===== src/rtl/mem_port_arbiter_if.sv =====
// Signal bundle around mem_port_arbiter: I/D cache requests, the shared memory
// port and the refill/done/busy returns to the caches.
interface mem_port_arbiter_if #(
    parameter int unsigned ADDR_W     = 32,
    parameter int unsigned DATA_W     = 32,
    parameter int unsigned LINE_WORDS = 4
);
    localparam int unsigned IDX_W = $clog2(LINE_WORDS);

    // Cache requests
    logic              i_ic_req;
    logic [ADDR_W-1:0] i_ic_addr;
    logic              i_dc_req;
    logic              i_dc_we;
    logic [ADDR_W-1:0] i_dc_addr;
    logic [DATA_W-1:0] i_dc_wdata;

    // Memory port
    logic              o_mem_req;
    logic              o_mem_we;
    logic [ADDR_W-1:0] o_mem_addr;
    logic [DATA_W-1:0] o_mem_wdata;
    logic              i_mem_ack;
    logic [DATA_W-1:0] i_mem_rdata;

    // Refill return and status
    logic              o_ic_fill_valid;
    logic              o_dc_fill_valid;
    logic [IDX_W-1:0]  o_fill_idx;
    logic [DATA_W-1:0] o_fill_data;
    logic              o_ic_done;
    logic              o_dc_done;
    logic              o_ic_busy;
    logic              o_dc_busy;

    // Arbiter side.
    modport slave (
        input  i_ic_req, i_ic_addr, i_dc_req, i_dc_we, i_dc_addr, i_dc_wdata,
        input  i_mem_ack, i_mem_rdata,
        output o_mem_req, o_mem_we, o_mem_addr, o_mem_wdata,
        output o_ic_fill_valid, o_dc_fill_valid, o_fill_idx, o_fill_data,
        output o_ic_done, o_dc_done, o_ic_busy, o_dc_busy
    );

    // Caches and memory, driving requests and acks.
    modport master (
        output i_ic_req, i_ic_addr, i_dc_req, i_dc_we, i_dc_addr, i_dc_wdata,
        output i_mem_ack, i_mem_rdata,
        input  o_mem_req, o_mem_we, o_mem_addr, o_mem_wdata,
        input  o_ic_fill_valid, o_dc_fill_valid, o_fill_idx, o_fill_data,
        input  o_ic_done, o_dc_done, o_ic_busy, o_dc_busy
    );
endinterface


===== src/rtl/mem_port_arbiter.sv =====
// Shares the single main-memory port between I-cache line refills and D-cache
// refills / single-word write-throughs. D wins by default; after MAX_D_STREAK
// consecutive D grants taken while I was waiting, I is granted once.
module mem_port_arbiter #(
    parameter int unsigned ADDR_W       = 32,
    parameter int unsigned DATA_W       = 32,
    parameter int unsigned LINE_WORDS   = 4,
    parameter int unsigned MAX_D_STREAK = 2
) (
    input  logic              Clk,
    input  logic              Rst,
    mem_port_arbiter_if.slave bus
);
    localparam int unsigned IDX_W      = $clog2(LINE_WORDS);
    localparam int unsigned WORD_BYTES = DATA_W / 8;
    localparam int unsigned LINE_BYTES = LINE_WORDS * WORD_BYTES;
    localparam int unsigned STREAK_W   = (MAX_D_STREAK > 0) ? $clog2(MAX_D_STREAK + 1) : 1;

    localparam logic [ADDR_W-1:0]   LineMask  = ~(ADDR_W'(LINE_BYTES - 1));
    localparam logic [ADDR_W-1:0]   WordMask  = ~(ADDR_W'(WORD_BYTES - 1));
    localparam logic [ADDR_W-1:0]   WordStep  = ADDR_W'(WORD_BYTES);
    localparam logic [IDX_W-1:0]    LastIdx   = IDX_W'(LINE_WORDS - 1);
    localparam logic [IDX_W-1:0]    CntOne    = IDX_W'(1);
    localparam logic [STREAK_W-1:0] StreakMax = STREAK_W'(MAX_D_STREAK);
    localparam logic [STREAK_W-1:0] StreakOne = STREAK_W'(1);

    typedef enum logic [1:0] {
        StIdle   = 2'd0,
        StBurst  = 2'd1,
        StFinish = 2'd2
    } state_e;

    typedef enum logic {
        OwnI = 1'b0,
        OwnD = 1'b1
    } owner_e;

    state_e              state_q;
    owner_e              owner_q;
    logic                wr_q;
    logic [IDX_W-1:0]    cnt_q;
    logic [STREAK_W-1:0] streak_q;
    logic [ADDR_W-1:0]   addr_q;
    logic [DATA_W-1:0]   wdata_q;
    logic                mem_req_q;
    logic                mem_we_q;
    logic                ic_done_q;
    logic                dc_done_q;

    logic grant_i;
    logic fill_fire;

    // Arbitration outcome, only acted on in StIdle.
    always_comb begin
        grant_i = 1'b0;
        if (bus.i_ic_req && (!bus.i_dc_req || (streak_q == StreakMax))) begin
            grant_i = 1'b1;
        end
    end

    // Transaction FSM: grant, word-by-word burst, one-cycle done, back to idle.
    always_ff @(posedge Clk or negedge Rst) begin
        if (!Rst) begin
            state_q   <= StIdle;
            owner_q   <= OwnI;
            wr_q      <= 1'b0;
            cnt_q     <= '0;
            streak_q  <= '0;
            addr_q    <= '0;
            wdata_q   <= '0;
            mem_req_q <= 1'b0;
            mem_we_q  <= 1'b0;
            ic_done_q <= 1'b0;
            dc_done_q <= 1'b0;
        end else begin
            ic_done_q <= 1'b0;
            dc_done_q <= 1'b0;
            unique case (state_q)
                StIdle: begin
                    if (bus.i_ic_req || bus.i_dc_req) begin
                        state_q   <= StBurst;
                        cnt_q     <= '0;
                        mem_req_q <= 1'b1;
                        if (grant_i) begin
                            owner_q  <= OwnI;
                            wr_q     <= 1'b0;
                            mem_we_q <= 1'b0;
                            addr_q   <= bus.i_ic_addr & LineMask;
                            wdata_q  <= '0;
                            streak_q <= '0;
                        end else begin
                            owner_q  <= OwnD;
                            wr_q     <= bus.i_dc_we;
                            mem_we_q <= bus.i_dc_we;
                            addr_q   <= bus.i_dc_addr & (bus.i_dc_we ? WordMask : LineMask);
                            wdata_q  <= bus.i_dc_we ? bus.i_dc_wdata : '0;
                            // Streak only grows while I is kept waiting; at the cap I wins
                            // instead, so the increment cannot overflow.
                            streak_q <= bus.i_ic_req ? (streak_q + StreakOne) : '0;
                        end
                    end
                end
                StBurst: begin
                    if (bus.i_mem_ack) begin
                        if (wr_q || (cnt_q == LastIdx)) begin
                            state_q   <= StFinish;
                            mem_req_q <= 1'b0;
                            mem_we_q  <= 1'b0;
                            ic_done_q <= (owner_q == OwnI);
                            dc_done_q <= (owner_q == OwnD);
                        end else begin
                            cnt_q  <= cnt_q + CntOne;
                            addr_q <= addr_q + WordStep;
                        end
                    end
                end
                StFinish: begin
                    state_q <= StIdle;
                end
                default: begin
                    state_q <= StIdle;
                end
            endcase
        end
    end

    // A read word is handed to its owner in the same cycle memory acks it.
    assign fill_fire = (state_q == StBurst) && bus.i_mem_ack && !wr_q;

    assign bus.o_mem_req   = mem_req_q;
    assign bus.o_mem_we    = mem_we_q;
    assign bus.o_mem_addr  = addr_q;
    assign bus.o_mem_wdata = wdata_q;

    assign bus.o_ic_fill_valid = fill_fire && (owner_q == OwnI);
    assign bus.o_dc_fill_valid = fill_fire && (owner_q == OwnD);
    assign bus.o_fill_idx      = fill_fire ? cnt_q : '0;
    assign bus.o_fill_data     = fill_fire ? bus.i_mem_rdata : '0;

    assign bus.o_ic_done = ic_done_q;
    assign bus.o_dc_done = dc_done_q;

    // Busy feeds the hazard unit's stall inputs: pending or in service.
    assign bus.o_ic_busy = bus.i_ic_req || ((owner_q == OwnI) && (state_q != StIdle));
    assign bus.o_dc_busy = bus.i_dc_req || ((owner_q == OwnD) && (state_q != StIdle));

endmodule


===== src/flat_wrapper.sv =====
// flat-port wrapper written by rule: the top's interface ports become plain ports
module mem_port_arbiter_flat 
#(
    parameter int unsigned ADDR_W       = 32,
    parameter int unsigned DATA_W       = 32,
    parameter int unsigned LINE_WORDS   = 4,
    parameter int unsigned MAX_D_STREAK = 2
)
  (Clk, Rst, bus_i_ic_req, bus_i_ic_addr, bus_i_dc_req, bus_i_dc_we, bus_i_dc_addr, bus_i_dc_wdata, bus_i_mem_ack, bus_i_mem_rdata, bus_o_mem_req, bus_o_mem_we, bus_o_mem_addr, bus_o_mem_wdata, bus_o_ic_fill_valid, bus_o_dc_fill_valid, bus_o_fill_idx, bus_o_fill_data, bus_o_ic_done, bus_o_dc_done, bus_o_ic_busy, bus_o_dc_busy);
  mem_port_arbiter_if #(.ADDR_W(ADDR_W), .DATA_W(DATA_W), .LINE_WORDS(LINE_WORDS)) bus_i ();
  input  logic Clk;
  input  logic Rst;
  input wire logic [$bits(bus_i.i_ic_req)-1:0] bus_i_ic_req;
  input wire logic [$bits(bus_i.i_ic_addr)-1:0] bus_i_ic_addr;
  input wire logic [$bits(bus_i.i_dc_req)-1:0] bus_i_dc_req;
  input wire logic [$bits(bus_i.i_dc_we)-1:0] bus_i_dc_we;
  input wire logic [$bits(bus_i.i_dc_addr)-1:0] bus_i_dc_addr;
  input wire logic [$bits(bus_i.i_dc_wdata)-1:0] bus_i_dc_wdata;
  input wire logic [$bits(bus_i.i_mem_ack)-1:0] bus_i_mem_ack;
  input wire logic [$bits(bus_i.i_mem_rdata)-1:0] bus_i_mem_rdata;
  output wire logic [$bits(bus_i.o_mem_req)-1:0] bus_o_mem_req;
  output wire logic [$bits(bus_i.o_mem_we)-1:0] bus_o_mem_we;
  output wire logic [$bits(bus_i.o_mem_addr)-1:0] bus_o_mem_addr;
  output wire logic [$bits(bus_i.o_mem_wdata)-1:0] bus_o_mem_wdata;
  output wire logic [$bits(bus_i.o_ic_fill_valid)-1:0] bus_o_ic_fill_valid;
  output wire logic [$bits(bus_i.o_dc_fill_valid)-1:0] bus_o_dc_fill_valid;
  output wire logic [$bits(bus_i.o_fill_idx)-1:0] bus_o_fill_idx;
  output wire logic [$bits(bus_i.o_fill_data)-1:0] bus_o_fill_data;
  output wire logic [$bits(bus_i.o_ic_done)-1:0] bus_o_ic_done;
  output wire logic [$bits(bus_i.o_dc_done)-1:0] bus_o_dc_done;
  output wire logic [$bits(bus_i.o_ic_busy)-1:0] bus_o_ic_busy;
  output wire logic [$bits(bus_i.o_dc_busy)-1:0] bus_o_dc_busy;
  assign bus_i.i_ic_req = bus_i_ic_req;
  assign bus_i.i_ic_addr = bus_i_ic_addr;
  assign bus_i.i_dc_req = bus_i_dc_req;
  assign bus_i.i_dc_we = bus_i_dc_we;
  assign bus_i.i_dc_addr = bus_i_dc_addr;
  assign bus_i.i_dc_wdata = bus_i_dc_wdata;
  assign bus_i.i_mem_ack = bus_i_mem_ack;
  assign bus_i.i_mem_rdata = bus_i_mem_rdata;
  assign bus_o_mem_req = bus_i.o_mem_req;
  assign bus_o_mem_we = bus_i.o_mem_we;
  assign bus_o_mem_addr = bus_i.o_mem_addr;
  assign bus_o_mem_wdata = bus_i.o_mem_wdata;
  assign bus_o_ic_fill_valid = bus_i.o_ic_fill_valid;
  assign bus_o_dc_fill_valid = bus_i.o_dc_fill_valid;
  assign bus_o_fill_idx = bus_i.o_fill_idx;
  assign bus_o_fill_data = bus_i.o_fill_data;
  assign bus_o_ic_done = bus_i.o_ic_done;
  assign bus_o_dc_done = bus_i.o_dc_done;
  assign bus_o_ic_busy = bus_i.o_ic_busy;
  assign bus_o_dc_busy = bus_i.o_dc_busy;
  mem_port_arbiter #(.ADDR_W(ADDR_W), .DATA_W(DATA_W), .LINE_WORDS(LINE_WORDS), .MAX_D_STREAK(MAX_D_STREAK)) u_core (.Clk(Clk), .Rst(Rst), .bus(bus_i));
endmodule

===== config.mk =====
export PLATFORM = sky130hd
export DESIGN_NAME = mem_port_arbiter_flat
export DESIGN_NICKNAME = d
export VERILOG_FILES = /design/src/rtl/mem_port_arbiter_if.sv /design/src/rtl/mem_port_arbiter.sv /design/src/flat_wrapper.sv
export SDC_FILE = /design/constraint.sdc
export NUM_CORES = 1
export LEC_CHECK = 0
export ABC_AREA = 0
export BUFFER_PORTS_ARGS = -buffer_cell sky130_fd_sc_hd__clkbuf_2
export CAP_MARGIN = 20
export CORE_ASPECT_RATIO = 2
export CORE_MARGIN = 2
export CORE_UTILIZATION = 48
export DETAILED_ROUTE_END_ITERATION = 8
export PLACE_DENSITY = 0.86
export SETUP_SLACK_MARGIN = 0.3
export SYNTH_ARGS = -nofsm -noshare
export SYNTH_HDL_FRONTEND = slang
export SYNTH_SLANG_ARGS = --single-unit

===== constraint.sdc =====
create_clock -name Clk -period 5.6 [get_ports Clk]
set_input_delay 0.56 -clock Clk [delete_from_list [all_inputs] [get_ports Clk]]
set_output_delay 0.56 -clock Clk [all_outputs]
set_load 0.01 [all_outputs]

Word level (Yosys, flattened, before mapping) --
Cells that the tools add are included.
Operators by class: $add $sub $neg 3, multipliers 0, divide/modulo/power cells 0, magnitude comparators 0, equal/unequal tests 7, shift operators 0, muxes and demuxes 35, bitwise logic cells 2, reduce and logical (&&, ||, !) cells 21
Operators by type and width (number):
- 32-bit 2-to-1 mux | 7
- 32-bit one-hot mux with 2 select lines | 1
- 32-bit by 3-bit adder with 32-bit output (second input constant) | 1
- 32-bit AND | 1
- 2-bit 2-to-1 mux | 9
- 1-bit 2-to-1 mux | 13
- 2-bit one-hot mux with 2 select lines | 2
- 4-bit AND reduction | 2
- 1-bit logical AND | 7
- 1-bit logical OR | 5
- 2-bit by 1-bit adder with 2-bit output (second input constant) | 2
- 2-bit == test (second input constant) | 2
- 4-bit 2-to-1 mux | 1
- 2-bit by 1-bit inequality test with 1-bit output (second input constant) | 2
- 2-bit inequality test (second input constant) | 2
- 1-bit one-hot mux with 2 select lines | 2
- 2-bit nonzero test | 2
- 3-bit AND reduction | 1
- 2-bit by 1-bit == test with 1-bit output (second input constant) | 1
- 1-bit zero test | 2
- 2-bit zero test | 1
- 2-bit AND reduction | 1
- 1-bit NOT | 1
Word-level totals: register bits after elaboration 76, bits in latches 0, RAM bits 0, ROM bits 0, bits of input ports 134, output and inout port bits 106, logic and storage cells 79, memories 0

Logic depth before layout (Yosys ltp) --
depth in word-level cells 7, depth in mapped cells 7, gate-level depth less buffers 6

Worst setup path after synthesis --
OpenSTA, ideal clock, no wires.
path type reg-to-output, from register u_core.state_q[0], to output port bus_o_fill_data[0], arrival 1.411 ns, required time 5.040 ns, slack 3.629 ns, cell stages (with the launch flop) 6, buffers on the path 1, cells stage by stage dfrtp_1 > nor2b_1 > nand2_1 > nor2_1 > clkbuf_1 > and2_1
Between the ends: cells in the longest elaborated chain, start to end 4
Ends and longest elaborated chain:
- start, declared | RTL line mem_port_arbiter.sv:38 | state_e state_q;
- start signal, assigned | RTL line mem_port_arbiter.sv:64 | state_q <= StIdle;
- start signal, assigned | RTL line mem_port_arbiter.sv:81 | state_q <= StBurst;
- start signal, assigned | RTL line mem_port_arbiter.sv:106 | state_q <= StFinish;
- 2-bit by 1-bit == test with 1-bit output | RTL line mem_port_arbiter.sv:128 | assign fill_fire = (state_q == StBurst) && bus.i_mem_ack && !wr_q;
- 1-bit logical AND (2 in a row) | RTL line mem_port_arbiter.sv:128
- 32-bit 2-to-1 mux | RTL line mem_port_arbiter.sv:138 | assign bus.o_fill_data = fill_fire ? bus.i_mem_rdata : '0;
- end, declared | RTL line flat_wrapper.sv:28 | output wire logic [$bits(bus_i.o_fill_data)-1:0] bus_o_fill_data;
Every way passes these cells.

Worst setup path in the final report --
from register u_core.cnt_q[0], to register u_core.addr_q[31] (netlist: u_core.bus.o_mem_addr[31])
Between the ends: cells in the longest elaborated chain, start to end 4
Ends and longest elaborated chain:
- start, declared | RTL line mem_port_arbiter.sv:41 | logic [IDX_W-1:0] cnt_q;
- start signal, assigned | RTL line mem_port_arbiter.sv:112 | cnt_q <= cnt_q + CntOne;
- 2-bit == test | RTL line mem_port_arbiter.sv:105 | if (wr_q || (cnt_q == LastIdx)) begin
- 1-bit logical OR | RTL line mem_port_arbiter.sv:105
- 2-bit inequality test (no source line)
- 4-bit AND reduction (no source line)
- end signal, assigned | RTL line mem_port_arbiter.sv:88 | addr_q <= bus.i_ic_addr & LineMask;
- end signal, assigned | RTL line mem_port_arbiter.sv:95 | addr_q <= bus.i_dc_addr & (bus.i_dc_we ? WordMask : LineMask);
- end signal, assigned | RTL line mem_port_arbiter.sv:113 | addr_q <= addr_q + WordStep;
- end, declared | RTL line mem_port_arbiter.sv:43 | logic [ADDR_W-1:0] addr_q;
Every way passes these cells. A chain may end at the register's enable or synchronous reset.

==> impl_metrics.yaml <==
status:
  outcome: "finished, final reports clean"
clock_tree:
  numCtsBuffers: 9
  h-tree-depth: 3
  hold_buffers: 0
  cts-root-buf: "clkbuf_16"
  cts_setup_buffers: 0
  cts_tree: "built"
  clockBufferDepth: 2
  insertion_delay_ps: 330
  post_cts_resized: 0
  cts_sinks: 74
  path_clk_slew_ps: 60
die:
  core_sq_mm: 0.008648
  die_x_um: 70.77
  dieArea_sq_mm: 0.009732
  num_rows: 48
  io_pins: 240
  die_y_um: 137.5
  start_util_pct: 49.48
yosys:
  async_reset_ff_share_pct: 100.0
  yosys.area_share.simple_pct: 25.96
  synthTopCellsByArea: "dfrtp_1, nand2_1, and2_1"
  synth-edff-count: 0
  yosysWarningCount: 0
  synth_largest_area_cell: "dfrtp_1"
  synth_top_family_by_area: "simple AND/OR/NAND/NOR gates"
  syn_inst: 501
  yosysTopAreaCellShare_pct: 43.27
  synthTopCellsByCount: "nand2_1, dfrtp_1, o21ai_0"
  synth_cell_types: 53
  ys_ff_latch: 74
  synth_mux_area_share_pct: 7.281
  post-synth-top-count-cell: "nand2_1"
  syn_area_sq_mm: 0.004279
  synth_ff_type: "dfrtp_1"
  synth-xor-area-share_pct: 0
  ys_seq_area_share_pct: 43.27
  synthAdderAreaFrac_pct: 0.8772
  synth_compound_area_share_pct: 18.33
  syn_area_per_cell_sq_um: 8.541
sta:
  slew_violations: 0
  relSlewSlack_pct: 25.93
  finClkSkew_ps: 6.025
  fin_crit_sh_pct: 47.27
  hold_viol: 0
  worstMarginPinSlew_ps: 1111
  max_freq_mhz: 377.7
  finalSetupTns_ps: 0
  layout_min_cycle_time_ps: 2647
  grt_setup_unrepaired: "no"
  setup_viol: 0
route:
  drc: 0
  firstDrtPassIters: 5
  drt_wl_total_um: 12670
  drt-initial-drc-count: 289
  antenna_left: 0
  vias: 4482
  viasPerCell: 5.466
  post_drt_wl_per_cell_um: 15.45
global_route:
  grt_max_degree: 75
  grtUsageTotal_pct: 25.51
  gr-total-overflow: 0
  antenna_found_initial: 0
  grt_pass1_vias: 4277
  grt_pass1_wl_um: 19950
setup_path:
  cp_max_fo: 33
  arrival_ps: 2880
  endpoint_kind: "register"
  startpoint_type: "register"
  cp-startpoint: "u_core.cnt_q[0]"
  critPathBufInv: 0
  max_stage_delay_ps: 860
  crit_type: "reg2reg"
  slowest_stage: "a2111o_1"
  crit_chain: "ha_1, or2_4, a2111o_1, nor2_1, nand4b_1, o211ai_1"
  timing.rr.start: "u_core.cnt_q[0]"
  cp_top_family: "compound AO/OA/AOI/OAI gates"
  crit_required_ps: 5830
final_layout:
  ff_latch_area_sq_mm: 0.001852
  drive_above_1_share_pct: 38.61
  utilization_pct: 67.07
  antenna_cells: 0
  final_cells: 820
  multi_input_area_sq_mm: 0.002280
  num-fill-cells: 687
  syn_to_final_growth_pct: 35.56
  fin_nets: 853
pwr:
  power.total_mw: 3.194
  cellPowerDensity_mw_per_mm2: 550.7
  ir_worst_vdd_mv: 0.3313
  p_leak_nw: 2.974
hold_path:
  hp-class: "in2async"
place:
  place.gp.congestion: 0.8860
  port_buffers: 231
  dp_hpwl_um: 9466
  dp_cells: 805
flow_run:
  cap_violations: 0
-- metrics by stage --
stage / instance area [sq um] / setup WS [ps] / hold WS, ps
floorplan: 4283 / 3629 / 264.4
global placement: 5483 / 2915 / 461.3
detailed placement: 5483 / 2801 / 467.0
CTS: 5801 / 2926 / 404.6
global route: 5801 / 2755 / 451.3
finish: 5801 / 2953 / 349.4
-- cell families (layout without fill, tap and decap cells) --
| group | after synthesis | after routing |
|---|---|---|
| flops | 74 | 74 |
| simple gates | 228 | 228 |
| mux | 29 | 29 |
| fa+ha+maj | 3 | 3 |
| other cells | 1 | 2 |
| compound gates | 127 | 127 |
| buf+inv | 39 | 257 |
-- metal layers --
metal  up-vias  global-route usage (%)  part of all wire (%)
li1       2198                       -                     -
met1      2069                   29.41                    38
met2       198                   44.76                    52
met3        17                   7.242                   7.9
met4         0                   9.015                   1.7
met5         -                       0                     0
-- final cells by class --
class	count	area share, %
Clock inverter	5	1.359
Inverter	4	0.2588
Tap cell	100	2.157
Timing Repair Buffer	238	20.88
Multi-Input combinational cell	389	39.30
Sequential cell	74	31.92
Clock buffer	10	4.120
-- cells in the final DEF, fill, tap and decap left out, types with 2 or more instances in the layout --
cell         n
a211oi_1     2
bufinv_16    2
and4_1       3
inv_1        4
clkbuf_16    9
nand2_1    100
o22ai_1     10
nand4_1     13
nand2b_1     3
buf_4        8
a21oi_1     31
nand3_1     12
or3_1        4
a21o_1       2
mux2i_1     12
o31ai_1      2
ha_1         3
or2_2        2
clkinv_2     2
mux2_2      17
nor2_1      27
a2bb2oi_1    5
nor3_1      13
and3_1       4
a211o_1      2
and2_1      39
a311oi_1     4
o21ai_0     47
a31oi_1      2
clkbuf_2   230
o211ai_1     2
dfrtp_1     74
conb_1       2
o22a_1       6
-- registers in the layout, summed over array words and instances, names as in the netlist --
name                    flops
u_core.bus.o_dc_done        1
u_core.bus.o_ic_done        1
u_core.bus.o_mem_addr      30
u_core.bus.o_mem_req        1
u_core.bus.o_mem_wdata     32
u_core.bus.o_mem_we         1
u_core.cnt_q                2
u_core.owner_q              1
u_core.state_q              2
u_core.streak_q             2
u_core.wr_q                 1
-- worst paths after layout --
check / slack (ps) / depth (start not counted) / endpoint
worst max register to register: 2950 / 6 / u_core.bus.o_mem_addr[31]
worst max-delay path: 2950 / 6 / u_core.bus.o_mem_addr[31]
worst min register to register: 480 / 2 / u_core.bus.o_mem_wdata[2]
min in group Clk: 450 / 3 / u_core.bus.o_mem_wdata[24]
worst min-delay path: 350 / 1 / u_core.bus.o_mem_addr[8]
max in group asynchronous: 4620 / 1 / u_core.bus.o_mem_wdata[12]
-- power breakdown --
group	leakage [nW]	switching [mW]	internal (mW)	total [mW]
logic	1.90	0.932	0.624	1.56
registers	0.912	0.239	0.790	1.03
clock network	0.158	0.211	0.398	0.609
total	2.97	1.38	1.81	3.19
(Power assumes the default switching activity.)
